File: src/rtl/tdm_mux_4x1.sv
// Four-lane valid/ready TDM merger with one registered output beat tagged by source lane; round-robin when TDM_MUX_ROUND_ROBIN_EN is defined, else fixed priority.
// Latency: one cycle from accept to f/sel. Backpressure: a stalled output beat holds f/sel/out_valid and closes every in_ready.
module tdm_mux_4x1 #(
  parameter int WIDTH = 1
) (
  input  logic                 clk,
  input  logic                 rst_n,
  input  logic [3:0]           in_valid,
  input  logic [4*WIDTH-1:0]   in_data,
  output logic [3:0]           in_ready,
  output logic                 out_valid,
  input  logic                 out_ready,
  output logic [WIDTH-1:0]     f,
  output logic [1:0]           sel
);

  logic       free;
  logic       grant_vld;
  logic [1:0] grant;
  logic [1:0] ptr;

  // Draining and refilling in the same cycle keeps the stream bubble-free.
  assign free = !out_valid || out_ready;

  always_comb begin
    grant_vld = 1'b0;
    grant     = 2'd0;
    for (int i = 0; i < 4; i++) begin
      if (!grant_vld && in_valid[ptr + 2'(i)]) begin
        grant_vld = 1'b1;
        grant     = ptr + 2'(i);
      end
    end
  end

  always_comb begin
    in_ready = 4'b0000;
    if (rst_n && free && grant_vld) begin
      in_ready[grant] = 1'b1;
    end
  end

  always_ff @(posedge clk or negedge rst_n) begin
    if (!rst_n) begin
      out_valid <= 1'b0;
      f         <= '0;
      sel       <= 2'd0;
    end else if (free) begin
      out_valid <= grant_vld;
      if (grant_vld) begin
        f   <= in_data[grant*WIDTH +: WIDTH];
        sel <= grant;
      end
    end
  end

`ifdef TDM_MUX_ROUND_ROBIN_EN
  always_ff @(posedge clk or negedge rst_n) begin
    if (!rst_n) begin
      ptr <= 2'd0;
    end else if (free && grant_vld) begin
      ptr <= grant + 2'd1;
    end
  end
`else
  assign ptr = 2'd0;
`endif

endmodule

File: config.mk
export PLATFORM = sky130hd
export DESIGN_NAME = tdm_mux_4x1
export DESIGN_NICKNAME = d
export VERILOG_FILES = /design/src/rtl/tdm_mux_4x1.sv
export SDC_FILE = /design/constraint.sdc
export NUM_CORES = 1
export LEC_CHECK = 0
export CAP_MARGIN = 20
export CORE_AREA = 2 2 39 41
export CTS_CLUSTER_SIZE = 40
export DETAILED_ROUTE_END_ITERATION = 8
export DIE_AREA = 0 0 41 43
export PLACE_DENSITY_LB_ADDON = 0.08
export SLEW_MARGIN = 40
export SYNTH_ARGS = -nofsm -noshare
export SYNTH_HDL_FRONTEND = slang
export SYNTH_SLANG_ARGS = --single-unit
File: constraint.sdc
create_clock -name clk -period 1.2 [get_ports clk]
set_input_delay 0.12 -clock clk [delete_from_list [all_inputs] [get_ports clk]]
set_output_delay 0.12 -clock clk [all_outputs]
set_load 0.005 [all_outputs]
==> Word-level counts from Yosys, hierarchy flattened <==
Index checks and enable logic that the tools add are counted.
{ "totals": {"output_inout_bits": 8, "in_bits": 11, "regBits": 4} }
{ "op_classes": {"n_mux": 10, "reduce_logical": 12, "n_shift": 1, "magnitude_cmp": 2} }
{ "op_table": {"columns": ["cell", "n"], "rows": [
  ["$logic_and A1 B1 Y1", 6],
  ["$mux W1", 6],
  ["$logic_not A1 Y1", 4],
  ["$mux W2", 2],
  ["$mux W4", 1],
  ["$shiftx A4 B3 Y1", 1],
  ["$lt A2 B3 Y1 const B", 1],
  ["$demux W1 S2", 1],
  ["$ge A2 B1 Y1 const B", 1],
  ["$reduce_and A2 Y1", 1],
  ["$logic_or A1 B1 Y1", 1]
]} }

==> Longest topological paths before layout <==
Gate-level depths: netlist of the first run.
{ "depth": {"word_depth": 15, "mapped_depth": 4, "ltp_nobuf": 3} }

==> Worst setup path before layout of the first run <==
No wires, ideal clock.
{ "synth_timing": {"path_kind": "input to register", "from": "in in_valid[1]", "to": "reg f", "arrival_time_ns": 0.912, "path_stages": 3, "path_slack_ns": 0.206, "n_path_buf": 0, "path_cell_list": "or4b_1 > and3_1 > a31oi_1"} }
{ "synth_between": {"elab_chain_len": 9, "elab_cells_between_ends": 13, "classes_between": "shift (1); mux (6); reduce/logical (6)"} }
{ "synth_lines": {"columns": ["item", "line", "rtl"], "rows": [
  ["start: declaration", "8", "input logic [3:0] in_valid,"],
  ["$logic_and A1 B1 Y1 *", "29", "if (!grant_vld && in_valid[ptr + 2'(i)]) begin"],
  ["$mux W1", "29", null],
  ["$logic_not A1 Y1", "29", null],
  ["$logic_and A1 B1 Y1", "29", null],
  ["$mux W1", "29", null],
  ["$logic_not A1 Y1", "29", null],
  ["$logic_and A1 B1 Y1", "29", null],
  ["$mux W2 or $mux W1 (tied branches)", "29", null],
  ["$shiftx A4 B3 Y1 or $reduce_and A2 Y1 (tied branches)", null, null],
  ["end signal: assignment", "51", "f <= in_data[grant*WIDTH +: WIDTH];"],
  ["end: declaration", "13", "output logic [WIDTH-1:0] f,"]
]} }
Every way passes the cells marked *; elsewhere a longest branch is shown, timed or not.
A chain may end at the register's enable or synchronous reset.

==> Worst setup path after layout of the first run <==
{ "layout_timing": {"from": "in out_ready", "to": "out in_ready[1]"} }
{ "layout_between": {"elab_chain_len": 4} }
{ "layout_lines": {"columns": ["item", "line", "rtl"], "rows": [
  ["start: declaration", "12", "input logic out_ready,"],
  ["$logic_or A1 B1 Y1", "23", "assign free = !out_valid || out_ready;"],
  ["$logic_and A1 B1 Y1 (2 in a row)", "38", "if (rst_n && free && grant_vld) begin"],
  ["$mux W4", "38", null],
  ["end: declaration", "10", "output logic [3:0] in_ready,"]
]} }
Every way passes these cells.

==> results of run 1 <==
-- Yosys cell counts, drive strengths merged --
cell type / number
nand3: 1
or4b: 1
or2b: 1
a31oi: 1
nand2: 2
o21ai: 1
nand3b: 1
buf: 1
or4: 1
nand2b: 2
and3: 2
a21oi: 2
o21a: 2
dfrtp: 4
inv: 1
nor2: 4
and4b: 1
o221a: 1
o221ai: 1
-- power by group through the flow --
stage                     logic, mW  clock network [mW]  registers (mW)
after global placement        0.141                   0           0.158
after global routing          0.174               0.184           0.156
after CTS                     0.163               0.169           0.156
after detailed placement      0.142                   0           0.159
after floorplan              0.0400                   0           0.159
final                         0.160               0.163           0.156
-- cell usage in the layout (no fill, tap or decap) --
cell type / synthesis / final
a31oi_1: 1 / 1
dlymetal6s2s_1: 0 / 2
nand3_2: 0 / 1
a21oi_2: 0 / 1
o221ai_1: 1 / 1
or4b_1: 1 / 1
nand3b_1: 1 / 1
dlygate4sd2_1: 0 / 6
and3_1: 2 / 2
a21oi_1: 2 / 1
nand2b_1: 2 / 1
inv_1: 1 / 1
and4b_2: 1 / 1
buf_4: 1 / 13
clkdlybuf4s50_1: 0 / 6
or4_4: 0 / 1
buf_6: 0 / 1
o221a_2: 1 / 1
clkbuf_4: 0 / 3
clkbuf_2: 0 / 1
nor2_1: 4 / 4
o21ai_0: 1 / 1
dfrtp_1: 4 / 4
or2b_1: 1 / 1
nand2b_4: 0 / 1
buf_2: 0 / 3
nand2_1: 2 / 2
o21a_1: 2 / 2
-- worst paths after layout --
check,depth (start not counted),to,slack (ns),startpoint
max,5,in_ready[1],-0.03,out_ready
min,2,sel[0],0.27,rst_n
max reg2reg,5,sel[0],0.05,out_valid
min reg2reg,1,sel[1],0.49,sel[1]
max in group asynchronous,2,sel[1],0.83,rst_n
min in group clk,3,out_valid,0.47,in_valid[0]
-- area by class of cell --
class / instances / area [um2]
fillers: 152 / 798
clock buffers: 3 / 22.5
flip-flops and latches: 4 / 100
repair buffers: 32 / 267
inverters: 1 / 3.75
well taps: 16 / 20.0
multi-input cells: 24 / 173
-- cell families after synthesis --
family	synth area share, %
buffers and inverters	4.27
AOI/OAI and AO/OA	21.3
DFF	37.9
and+or+nand+nor	36.5
-- registers in the layout, indices dropped and copies added, names as in the netlist --
| register | cells |
|---|---|
| sel | 2 |
| f | 1 |
| out_valid | 1 |
-- stage by stage --
stage	utilization, %	cells	TNS, ns	hold WS, ns	instance area (um2)
2_1_floorplan	-	30	0	-0.176	264
3_3_place_gp	37.3	71	-2.33	0.477	517
3_5_place_dp	37.3	71	-2.46	0.486	517
4_1_cts	42.3	80	-0.0589	0.264	586
5_1_grt	42.3	80	-0.250	0.290	586
6_report	42.3	80	-0.0345	0.269	586
-- timing repair --
action / 4_1_cts / 5_1_grt
setup endpoints to repair: 8 / 7
endpoints found under the hold margin: 0 / 0
resized for setup: 25 / 3
hold buffers: 0 / 0
setup buffers: 6 / 0
pin swaps: 5 / 1
-- layer usage --
metal | wire [um] | up-vias | track usage, %
li1 | - | 181 | -
met1 | 335 | 169 | 13.3
met2 | 441 | 16 | 18.4
met3 | 92 | 0 | 5.24
met4 | 0 | 0 | 8.00
met5 | 0 | - | 0
==> impl_metrics.json, run 1 <==
{
  "cts_inserted_buffers": 3,
  "start_util_pct": 19.1,
  "min_period_ns": 1.23,
  "insertedDiodeCount": 0,
  "die_x_um": 41,
  "hold_viol_final": 0,
  "path_max_fanout": 3,
  "dr.pass1.iters": 4,
  "place_ws_ns": -0.451,
  "ys_seq_area_share_pct": 37.9,
  "die_y_um": 43,
  "p_total_uw": 478,
  "endpoint_kind": "output pin",
  "critPathRequiredTime_ns": 1.08,
  "powerDensity_nw_per_um2": 817,
  "io_buffers": 18,
  "cts.htree.levels": 1,
  "setup_viol": 1,
  "synth_warnings": 0,
  "vias": 366,
  "grt_pass1_vias": 343,
  "drt-total-wl_um": 869,
  "rsz0062_at_grt": "true",
  "pwr-share-clk_pct": 34.0,
  "finClkSkew_ns": 0.00356,
  "syn_area_per_cell_um2": 8.80,
  "route.detailed.drc": 0,
  "synth_area_leaders": "dfrtp_1 (38%), nor2_1 (5.7%), o21a_1 (5.7%)",
  "antenna_found_initial": 0,
  "slew_headroom_pct": 84.9,
  "timing.fmax_mhz": 810,
  "syn-num-nets": 41,
  "place_hpwl_um": 657,
  "syn_inst": 30,
  "cts.sinks": 4,
  "synth_top_cell_by_area": "dfrtp_1",
  "clk-insertion-delay-late_ns": 0.23,
  "critical_path_class": "in -> out",
  "maxCapViolCount": 0,
  "start_kind": "input port",
  "cpPeakStageDelay_ns": 0.41,
  "yosysTopAreaCellShare_pct": 37.9,
  "core_um2": 1380,
  "worstMarginPinSlew_ns": 0.227,
  "syn2layout_area_growth_pct": 122,
  "io_pins": 19,
  "clk_path_buf_depth": 2,
  "internal-power_uw": 364,
  "path_clk_slew_ns": 0.04,
  "synth_seq_cells": 4,
  "status": "finished with violations",
  "drive_gt1_share_pct": 42.2,
  "via_per_inst": 4.58,
  "pwr-share-comb_pct": 33.5,
  "ant_nets": 0,
  "slew_viol_final": 0,
  "grt_pass1_wl_um": 1390,
  "fin_crit_sh_pct": 103,
  "grt_max_degree": 9,
  "violations": "negative setup slack",
  "fin_nets": 77,
  "overflow": 0,
  "min_path_type": "in -> async",
  "ir_drop_mv": 0.332,
  "cp_slowest_cell": "clkdlybuf4s50_1",
  "crit_chain": "clkdlybuf4s50_1, nand2b_4, buf_6, and4b_2, buf_2",
  "worst_slack_ns": -0.0345,
  "netlist_area_um2": 264,
  "cp_num_buf_inv": 3,
  "cts_tree": "done",
  "p_sw_share_pct": 23.9,
  "drt_iter0_drc": 4,
  "seqPwrFrac_pct": 32.5,
  "place_congestion": 0.715,
  "arrival_ns": 1.11,
  "wl_per_cell_um": 10.9,
  "rows": 14,
  "grt_use_total_pct": 12.3,
  "yosysUniqueCellTypes": 19,
  "p_switching_uw": 114,
  "root_buffer": "clkbuf_4",
  "p_leak_nw": 0.300,
  "worst_path_dominant_cell_family": "buffers and inverters",
  "dieArea_um2": 1760
}
(Power assumes the default switching activity.)
==> run 2: changes to the inputs <==
--- a/config.mk
+++ b/config.mk
@@ -10,8 +10,8 @@
 export CTS_CLUSTER_SIZE = 40
 export DETAILED_ROUTE_END_ITERATION = 8
 export DIE_AREA = 0 0 41 43
+export GPL_TIMING_DRIVEN = 0
 export PLACE_DENSITY_LB_ADDON = 0.08
-export SLEW_MARGIN = 40
 export SYNTH_ARGS = -nofsm -noshare
 export SYNTH_HDL_FRONTEND = slang
 export SYNTH_SLANG_ARGS = --single-unit
==> run 2 against run 1 <==
Compared with the run above: the flow now finishes without violations; power shrank 5.1%; cell area shrank 12%; combinational power shrank 21%; via count shrank 8.5%; cell count shrank 11%; clock skew shrank 0.0025 ns; worst setup slack gained 0.057 ns; die area is the same; wire length shrank 5.4%; sequential cell count is the same; fmax grew 4.9%; sequential power is essentially flat; critical path type is now reg -> out; largest power group unchanged.
==> impl_metrics.json, run 2 (synthesis results as in run 1) <==
{
  "regMostFlops": "sel",
  "critPathRequiredTime_ns": 1.08,
  "path_clk_slew_ns": 0.04,
  "io_pins": 19,
  "dr.pass1.iters": 4,
  "start_util_pct": 19.1,
  "fin_crit_sh_pct": 98.1,
  "insertedDiodeCount": 0,
  "stdcell_count": 71,
  "timing.fmax_mhz": 849,
  "setup_viol": 0,
  "cpPeakStageDelay_ns": 0.39,
  "hold_viol_final": 0,
  "die_y_um": 43,
  "min_period_ns": 1.18,
  "whs_ns": 0.344,
  "cts.sinks": 4,
  "drt_iter0_drc": 9,
  "rsz0062_at_grt": "true",
  "vias": 335,
  "route.detailed.drc": 0,
  "place_congestion": 0.688,
  "root_buffer": "clkbuf_4",
  "powerDensity_nw_per_um2": 885,
  "ant_nets": 0,
  "worst_slack_ns": 0.0227,
  "cp_slowest_cell": "dfrtp_1",
  "place_inst": 64,
  "path_max_fanout": 6,
  "maxCapViolCount": 0,
  "p_leak_nw": 0.255,
  "finClkSkew_ns": 0.00105,
  "rows": 14,
  "via_per_inst": 4.72,
  "worstHoldPathCells": 4,
  "ir_drop_mv": 0.283,
  "critical_path_class": "reg -> out",
  "place_ws_ns": -0.508,
  "slew_headroom_pct": 83.9,
  "clk_path_buf_depth": 2,
  "cts_inserted_buffers": 3,
  "grt_pass1_vias": 312,
  "grt_max_degree": 9,
  "die_x_um": 41,
  "io_buffers": 18,
  "overflow": 0,
  "cts_tree": "done",
  "reg2reg_slack_ns": 0.10,
  "clk-insertion-delay-late_ns": 0.24,
  "grt_use_total_pct": 11.8,
  "dieArea_um2": 1760,
  "crit_chain": "nand2b_4, and4b_2, buf_6",
  "slew_viol_final": 0,
  "drt-total-wl_um": 822,
  "endpoint_kind": "output pin",
  "worstMarginPinSlew_ns": 0.242,
  "cts.htree.levels": 1,
  "start_kind": "register",
  "fin_nets": 68,
  "status": "finished, final reports clean",
  "reg_top3": "sel (2), f (1), out_valid (1)",
  "largest_reg_flops": 2,
  "final_common_cell": "dlygate4sd2_1",
  "grt_pass1_wl_um": 1320,
  "min_path_type": "in -> reg",
  "wl_per_cell_um": 11.6,
  "r2r_cells": 5,
  "syn2layout_area_growth_pct": 94.3,
  "mostFrequentLayoutCells": "dlygate4sd2_1 (8), nor2_1 (4), dfrtp_1 (4), clkdlybuf4s50_1 (4), buf_4 (4)",
  "drive_gt1_share_pct": 27.3,
  "arrival_ns": 1.06,
  "antenna_found_initial": 0,
  "core_um2": 1380
}
run 2: repair_timing:
action                                  CTS  global route
endpoints found under the setup margin    9             6
buffers inserted                          3             1
hold buffers                              1             0
hold endpoints to repair                  4             0
gates resized for setup                  27             3
pin swaps                                 3             1
gates cloned                              0             0
run 2: power by group:
| part | switching, mW | internal (mW) |
|---|---|---|
| logic | 0.0494 | 0.0772 |
| clock network | 0.0603 | 0.112 |
| registers | 0.00615 | 0.149 |
| total | 0.116 | 0.338 |
run 2: cell type report:
type                       instances  area [um2]
sequential                         4         100
clock buffer                       3        22.5
timing repair buffer              23         201
multi-input combinational         24         165
tap                               16        20.0
fill                             150         871
inverter                           1        3.75
run 2: worst paths after layout:
kind / to / startpoint
worst max-delay path: in_ready[1] / out_valid
worst min-delay path: f / in_data[0]
worst max register to register: sel[0] / out_valid
worst min register to register: sel[1] / sel[1]
max in group asynchronous: out_valid / rst_n
min in group asynchronous: sel[1] / rst_n
run 2: critical path, delay by kind of cell, from the launching register on:
| kind | cells | cell delay, ns |
|---|---|---|
| flip-flops | 1 | 0.39 |
| buffers and inverters | 1 | 0.09 |
| AND/OR/NAND/NOR | 2 | 0.34 |
run 2: through the flow:
stage	setup TNS, ns	utilization [%]	cell area [um2]	power (mW)
4_1_cts	-0.151	36.5	505	0.467
6_report	0	37.1	513	0.454
3_3_place_gp	-2.57	33.5	464	0.280
3_5_place_dp	-2.68	33.5	464	0.283
5_1_grt	-0.0362	37.1	513	0.485
2_1_floorplan	0	-	264	0.199
run 2: routing by layer:
layer | wire, um | vias up | GRT usage, %
met2 | 379 | 16 | 15.9
li1 | - | 164 | -
met1 | 369 | 155 | 13.5
met4 | 0 | 0 | 8.00
met3 | 73 | 0 | 6.28
met5 | 0 | - | 0
